--- config.mk ---
export PLATFORM = sky130hd
export DESIGN_NAME = control_unit_fsm
export DESIGN_NICKNAME = d
export VERILOG_FILES = /design/src/rtl/control_unit_fsm.sv
export SDC_FILE = /design/constraint.sdc
export NUM_CORES = 1
export LEC_CHECK = 0
export ABC_AREA = 1
export CORE_MARGIN = 4
export CORE_UTILIZATION = 33
export CTS_CLUSTER_SIZE = 25
export DETAILED_ROUTE_END_ITERATION = 7
export PLACE_DENSITY = 0.81
export SLEW_MARGIN = 10
export SYNTH_ARGS = -nofsm -noshare
export SYNTH_HDL_FRONTEND = slang
export SYNTH_SLANG_ARGS = --single-unit
--- constraint.sdc ---
create_clock -name CLK -period 1.25 [get_ports CLK]
set_input_delay 0.375 -clock CLK [delete_from_list [all_inputs] [get_ports CLK]]
set_output_delay 0.375 -clock CLK [all_outputs]
set_load 0.05 [all_outputs]
--- src/rtl/control_unit_fsm.sv ---
// control_unit_fsm: multi-cycle Moore control unit. Sequences FETCH/DECODE and the
// per-class execute states, driving datapath controls from the state register alone.
// Optional feature: define CTRL_ILLEGAL_TRAP_EN to trap illegal opcodes into HALT and
// expose a sticky IllegalOp flag; otherwise an illegal opcode behaves as a nop.
module control_unit_fsm (
    input  logic       CLK,
    input  logic       Reset,
    input  logic [4:0] Opcode,
    input  logic       Overflow,
    output logic [1:0] ALUOp,
    output logic [1:0] ALUSrcA,
    output logic [1:0] ALUSrcB,
    output logic [1:0] MemtoReg,
    output logic       RegWrite,
    output logic       MemRead,
    output logic       MemWrite,
    output logic [1:0] IorD,
    output logic       IRWrite,
    output logic       PCWrite,
    output logic       Jump,
    output logic [1:0] Branch,
    output logic       shouldBranch,
    output logic [1:0] RegFileSrc,
    output logic [2:0] ReturnSrc,
    output logic [1:0] DataSrc,
    output logic [1:0] OperandSrc,
    output logic       SPWrite,
`ifdef CTRL_ILLEGAL_TRAP_EN
    output logic       IllegalOp,
`endif
    output logic [3:0] State,
    output logic       Halted
);

    typedef enum logic [3:0] {
        StFetch   = 4'd0,
        StDecode  = 4'd1,
        StAluExec = 4'd2,
        StAluWb   = 4'd3,
        StMemAddr = 4'd4,
        StMemRd   = 4'd5,
        StMemWb   = 4'd6,
        StMemWr   = 4'd7,
        StBranch  = 4'd8,
        StJump    = 4'd9,
        StHalt    = 4'd10
    } state_e;

    localparam logic [4:0] OpLoad  = 5'b01000;
    localparam logic [4:0] OpStore = 5'b01001;
    localparam logic [4:0] OpBeq   = 5'b01010;
    localparam logic [4:0] OpBne   = 5'b01011;
    localparam logic [4:0] OpJump  = 5'b01100;
    localparam logic [4:0] OpHalt  = 5'b11111;

    state_e     state_q, state_d;
    logic [4:0] opcode_q, opcode_d;
    logic       illegal_q, illegal_d;

    // Overflow is handled in the datapath; the sequence never looks at it.
    logic unused_overflow;
    assign unused_overflow = Overflow;

    // State, captured opcode and illegal flag registers with synchronous reset.
    always_ff @(posedge CLK) begin
        if (Reset) begin
            state_q   <= StFetch;
            opcode_q  <= 5'd0;
            illegal_q <= 1'b0;
        end else begin
            state_q   <= state_d;
            opcode_q  <= opcode_d;
            illegal_q <= illegal_d;
        end
    end

    // Next-state logic; the opcode is captured in DECODE for later dispatch.
    always_comb begin
        state_d   = StFetch;
        opcode_d  = opcode_q;
        illegal_d = illegal_q;
        case (state_q)
            StFetch:   state_d = StDecode;
            StDecode: begin
                opcode_d = Opcode;
                if (Opcode[4:3] == 2'b00) begin
                    state_d = StAluExec;
                end else if (Opcode == OpLoad || Opcode == OpStore) begin
                    state_d = StMemAddr;
                end else if (Opcode == OpBeq || Opcode == OpBne) begin
                    state_d = StBranch;
                end else if (Opcode == OpJump) begin
                    state_d = StJump;
                end else if (Opcode == OpHalt) begin
                    state_d = StHalt;
                end else begin
`ifdef CTRL_ILLEGAL_TRAP_EN
                    state_d   = StHalt;
                    illegal_d = 1'b1;
`else
                    state_d   = StFetch;
`endif
                end
            end
            StAluExec: state_d = StAluWb;
            StAluWb:   state_d = StFetch;
            StMemAddr: state_d = (opcode_q == OpStore) ? StMemWr : StMemRd;
            StMemRd:   state_d = StMemWb;
            StMemWb:   state_d = StFetch;
            StMemWr:   state_d = StFetch;
            StBranch:  state_d = StFetch;
            StJump:    state_d = StFetch;
            StHalt:    state_d = StHalt;
            default:   state_d = StFetch;
        endcase
    end

    // Moore output decode from the registered state (and captured opcode) only.
    always_comb begin
        ALUOp        = 2'b00;
        ALUSrcA      = 2'b00;
        ALUSrcB      = 2'b00;
        MemtoReg     = 2'b00;
        RegWrite     = 1'b0;
        MemRead      = 1'b0;
        MemWrite     = 1'b0;
        IorD         = 2'b00;
        IRWrite      = 1'b0;
        PCWrite      = 1'b0;
        Jump         = 1'b0;
        Branch       = 2'b00;
        shouldBranch = 1'b0;
        RegFileSrc   = 2'b00;
        ReturnSrc    = 3'b000;
        DataSrc      = 2'b00;
        OperandSrc   = 2'b00;
        SPWrite      = 1'b0;
        Halted       = 1'b0;
        case (state_q)
            StFetch: begin
                MemRead = 1'b1;
                IRWrite = 1'b1;
                ALUSrcB = 2'b01;
                PCWrite = 1'b1;
            end
            StDecode:  ALUSrcB = 2'b11;
            StAluExec: begin
                ALUSrcA = 2'b01;
                ALUOp   = 2'b10;
            end
            StAluWb:   RegWrite = 1'b1;
            StMemAddr: begin
                ALUSrcA = 2'b01;
                ALUSrcB = 2'b11;
            end
            StMemRd: begin
                MemRead = 1'b1;
                IorD    = 2'b01;
            end
            StMemWb: begin
                RegWrite = 1'b1;
                MemtoReg = 2'b01;
            end
            StMemWr: begin
                MemWrite = 1'b1;
                IorD     = 2'b01;
                DataSrc  = 2'b01;
            end
            StBranch: begin
                ALUSrcA      = 2'b01;
                ALUOp        = 2'b01;
                shouldBranch = 1'b1;
                Branch       = (opcode_q == OpBeq) ? 2'b01 : 2'b10;
            end
            StJump: begin
                Jump    = 1'b1;
                PCWrite = 1'b1;
            end
            StHalt:    Halted = 1'b1;
            default:   ;
        endcase
    end

    assign State = state_q;
`ifdef CTRL_ILLEGAL_TRAP_EN
    assign IllegalOp = illegal_q;
`endif

endmodule

==> impl_metrics.env <==
export IMPL_grt_pass1_wl_um=4450
export IMPL_rsz0062_at_grt="true"
export IMPL_violations="negative setup slack"
export IMPL_placed_cell_area_um2=1510
export IMPL_drc=0
export IMPL_synth_mux_area_share_pct=0
export IMPL_cp_end_kind="primary output"
export IMPL_dp_hpwl_um=2130
export IMPL_synth_compound_area_share_pct=13.0
export IMPL_p_seq_share_pct=23.0
export IMPL_io_buffers=28
export IMPL_synth_warnings=0
export IMPL_max_freq_ghz=0.560
export IMPL_cp_cell_sequence="nor2_4, inv_4, nor2_4, nor2_4, nand2_4, buf_12"
export IMPL_crit_top_cell="nor2_4"
export IMPL_row_count=16
export IMPL_slew_headroom_pct=65.9
export IMPL_fin_crit_sh_pct=143
export IMPL_via_per_inst=4.98
export IMPL_die_y_um=54.2
export IMPL_nets=184
export IMPL_syn_to_final_growth_pct=154
export IMPL_cp_max_fo=4
export IMPL_clock_sinks=9
export IMPL_vias=1006
export IMPL_hold_class="flop to flop"
export IMPL_cpPeakStageDelay_ns=0.37
export IMPL_intPower_uw=806
export IMPL_cts_tree="done"
export IMPL_fin_ws_ns=-0.535
export IMPL_synthSimpleGateAreaFrac_pct=37.9
export IMPL_cp_arrival_ns=1.41
export IMPL_antenna_found_initial=0
export IMPL_setup_viol=31
export IMPL_switching_share_pct=45.5
export IMPL_clockBufferDepth=2
export IMPL_power_density_nw_per_um2=828
export IMPL_required_ns=0.88
export IMPL_synthAdderAreaFrac_pct=0
export IMPL_insertedDiodeCount=0
export IMPL_fin_crit_ns=1.79
export IMPL_finalSetupTns_ns=-10.18
export IMPL_ant_nets=0
export IMPL_syn_avg_cell_area_um2=6.57
export IMPL_start_kind="flop"
export IMPL_grt_max_degree=10
export IMPL_drtIter0Drc=29
export IMPL_synth_area_leaders="dfxtp_1, buf_4, nor2_1, nand2_1, nor2_4"
export IMPL_drt_total_wl_um=3890
export IMPL_fp_dieW_um=54.2
export IMPL_io_pin_count=42
export IMPL_layout_common_cells="buf_4, buf_12, nor2_1"
export IMPL_synth_xor_area_share_pct=0
export IMPL_tightest_slew_ns=0.509
export IMPL_worst_skew_pair_late_latency_ns=0.27
export IMPL_synth_distinct_cells=23
export IMPL_p_clk_share_pct=15.6
export IMPL_synth_top_area_share_pct=25.6
export IMPL_wl_per_cell_um=19.3
export IMPL_synth_top_family_by_area="simple AND/OR/NAND/NOR gates"
export IMPL_clk_pin_slew_ns=0.06
export IMPL_grt_pass1_vias=944
export IMPL_cellLeakagePower_uw=0.000768
export IMPL_irDropWorstVdd_mv=0.932
export IMPL_syn_inst=107
export IMPL_fin_area_um2=1790
export IMPL_cts_made_buffers=3
export IMPL_dieArea_um2=2930
export IMPL_status="finished, violations left"
export IMPL_drive_gt1_share_pct=65.1
export IMPL_final_common_cell="buf_4"
export IMPL_htreeDepth=1
export IMPL_overflow=0
export IMPL_grt_usage_pct=21.4
export IMPL_start_util_pct=35.1
export IMPL_setup_worst_path_class="flop to primary output"
export IMPL_clock_tree_root_cell="clkbuf_4"
export IMPL_cp_slowest_cell="dfxtp_4"
export IMPL_clock_skew_ns=0.00504
export IMPL_dr_pass1_iters=4
export IMPL_hold_viol_final=0
export IMPL_whs_ns=0.497
export IMPL_yosysTopAreaCell="dfxtp_1"
export IMPL_ys_ff_latch=9
export IMPL_coreArea_um2=2000
export IMPL_place_congestion=0.856
export IMPL_synth_seq_area_share_pct=25.6
export IMPL_synth_area_um2=703
export IMPL_maxSlewViolCount=0
export IMPL_power_frac_comb_pct=61.4
export IMPL_power_switching_uw=673
export IMPL_maxCapViolCount=0
## Yosys cell counts (all sizes together)
cell type / instances
buf: 15
conb: 1
dfxtp: 9
o22a: 1
nand3: 8
a211oi: 3
or2: 1
nor3: 1
a31o: 1
nor2: 27
a21oi: 5
a31oi: 1
nand2: 17
inv: 14
o21ai: 3
## sequential cells by signal (all words and copies together), names as in the netlist
name / cells
opcode_q: 5
State: 4
## worst max-delay path: cells and delay by family, from the launching register on
family	cells	cell delay (ns)
simple gates	4	0.55
flops	1	0.37
buf+inv	2	0.21
## what timing repair did
item	CTS	global route
pin swaps	6	6
buffers inserted	8	9
hold endpoints to repair	0	0
setup endpoints to repair	24	31
resized for setup	19	20
hold buffers	0	0
gates cloned	0	1
## final timing paths
kind | to | slack [ns] | depth (start not counted) | from
max reg2reg | opcode_q[1]$_SDFFE_PP0P_ | -0.28 | 8 | State[3]$_SDFF_PP0_
max | ALUSrcA[0] | -0.54 | 6 | State[3]$_SDFF_PP0_
min | opcode_q[3]$_SDFFE_PP0P_ | 0.50 | 2 | opcode_q[3]$_SDFFE_PP0P_
min reg2reg | opcode_q[3]$_SDFFE_PP0P_ | 0.50 | 2 | opcode_q[3]$_SDFFE_PP0P_
## logic make-up after synthesis
logic type,after synthesis
compound gates,14
buf+inv,29
flops,9
other cells,1
simple gates,54
## through the flow
step           setup WS, ns  utilization (%)  cells  total power (µW)
3_5_place_dp         -0.256             75.3    183              1110
4_1_cts              -0.468             82.7    195              1390
3_3_place_gp         -0.229             75.3    183              1080
6_report             -0.535             89.2    202              1480
5_1_grt              -0.575             89.2    202              1520
2_1_floorplan        -0.610                -    118               797
## power by group through the flow
stage | combinational (µW) | sequential, µW | clock, µW
2_1_floorplan | 428 | 369 | 0
3_3_place_gp | 740 | 339 | 0
3_5_place_dp | 767 | 341 | 0
4_1_cts | 821 | 337 | 229
5_1_grt | 937 | 341 | 243
6_report | 909 | 340 | 231
## metal layers
layer  vias to the layer above  global-route usage [%]  share of wire, %
met2                        64                    41.2                53
met1                       473                    19.7                36
li1                        453                       -                 -
met5                         -                       0                 0
met3                        16                    4.43               7.2
met4                         0                    14.1               3.5
## cell type report
| class | count | area (µm²) |
|---|---|---|
| Timing Repair Buffer | 68 | 843 |
| Multi-Input combinational cell | 80 | 608 |
| Fill cell | 80 | 216 |
| Sequential cell | 9 | 195 |
| Inverter | 14 | 78.8 |
| Tap cell | 27 | 33.8 |
| Clock buffer | 4 | 26.3 |
Power figures use the tool's default switching activity.
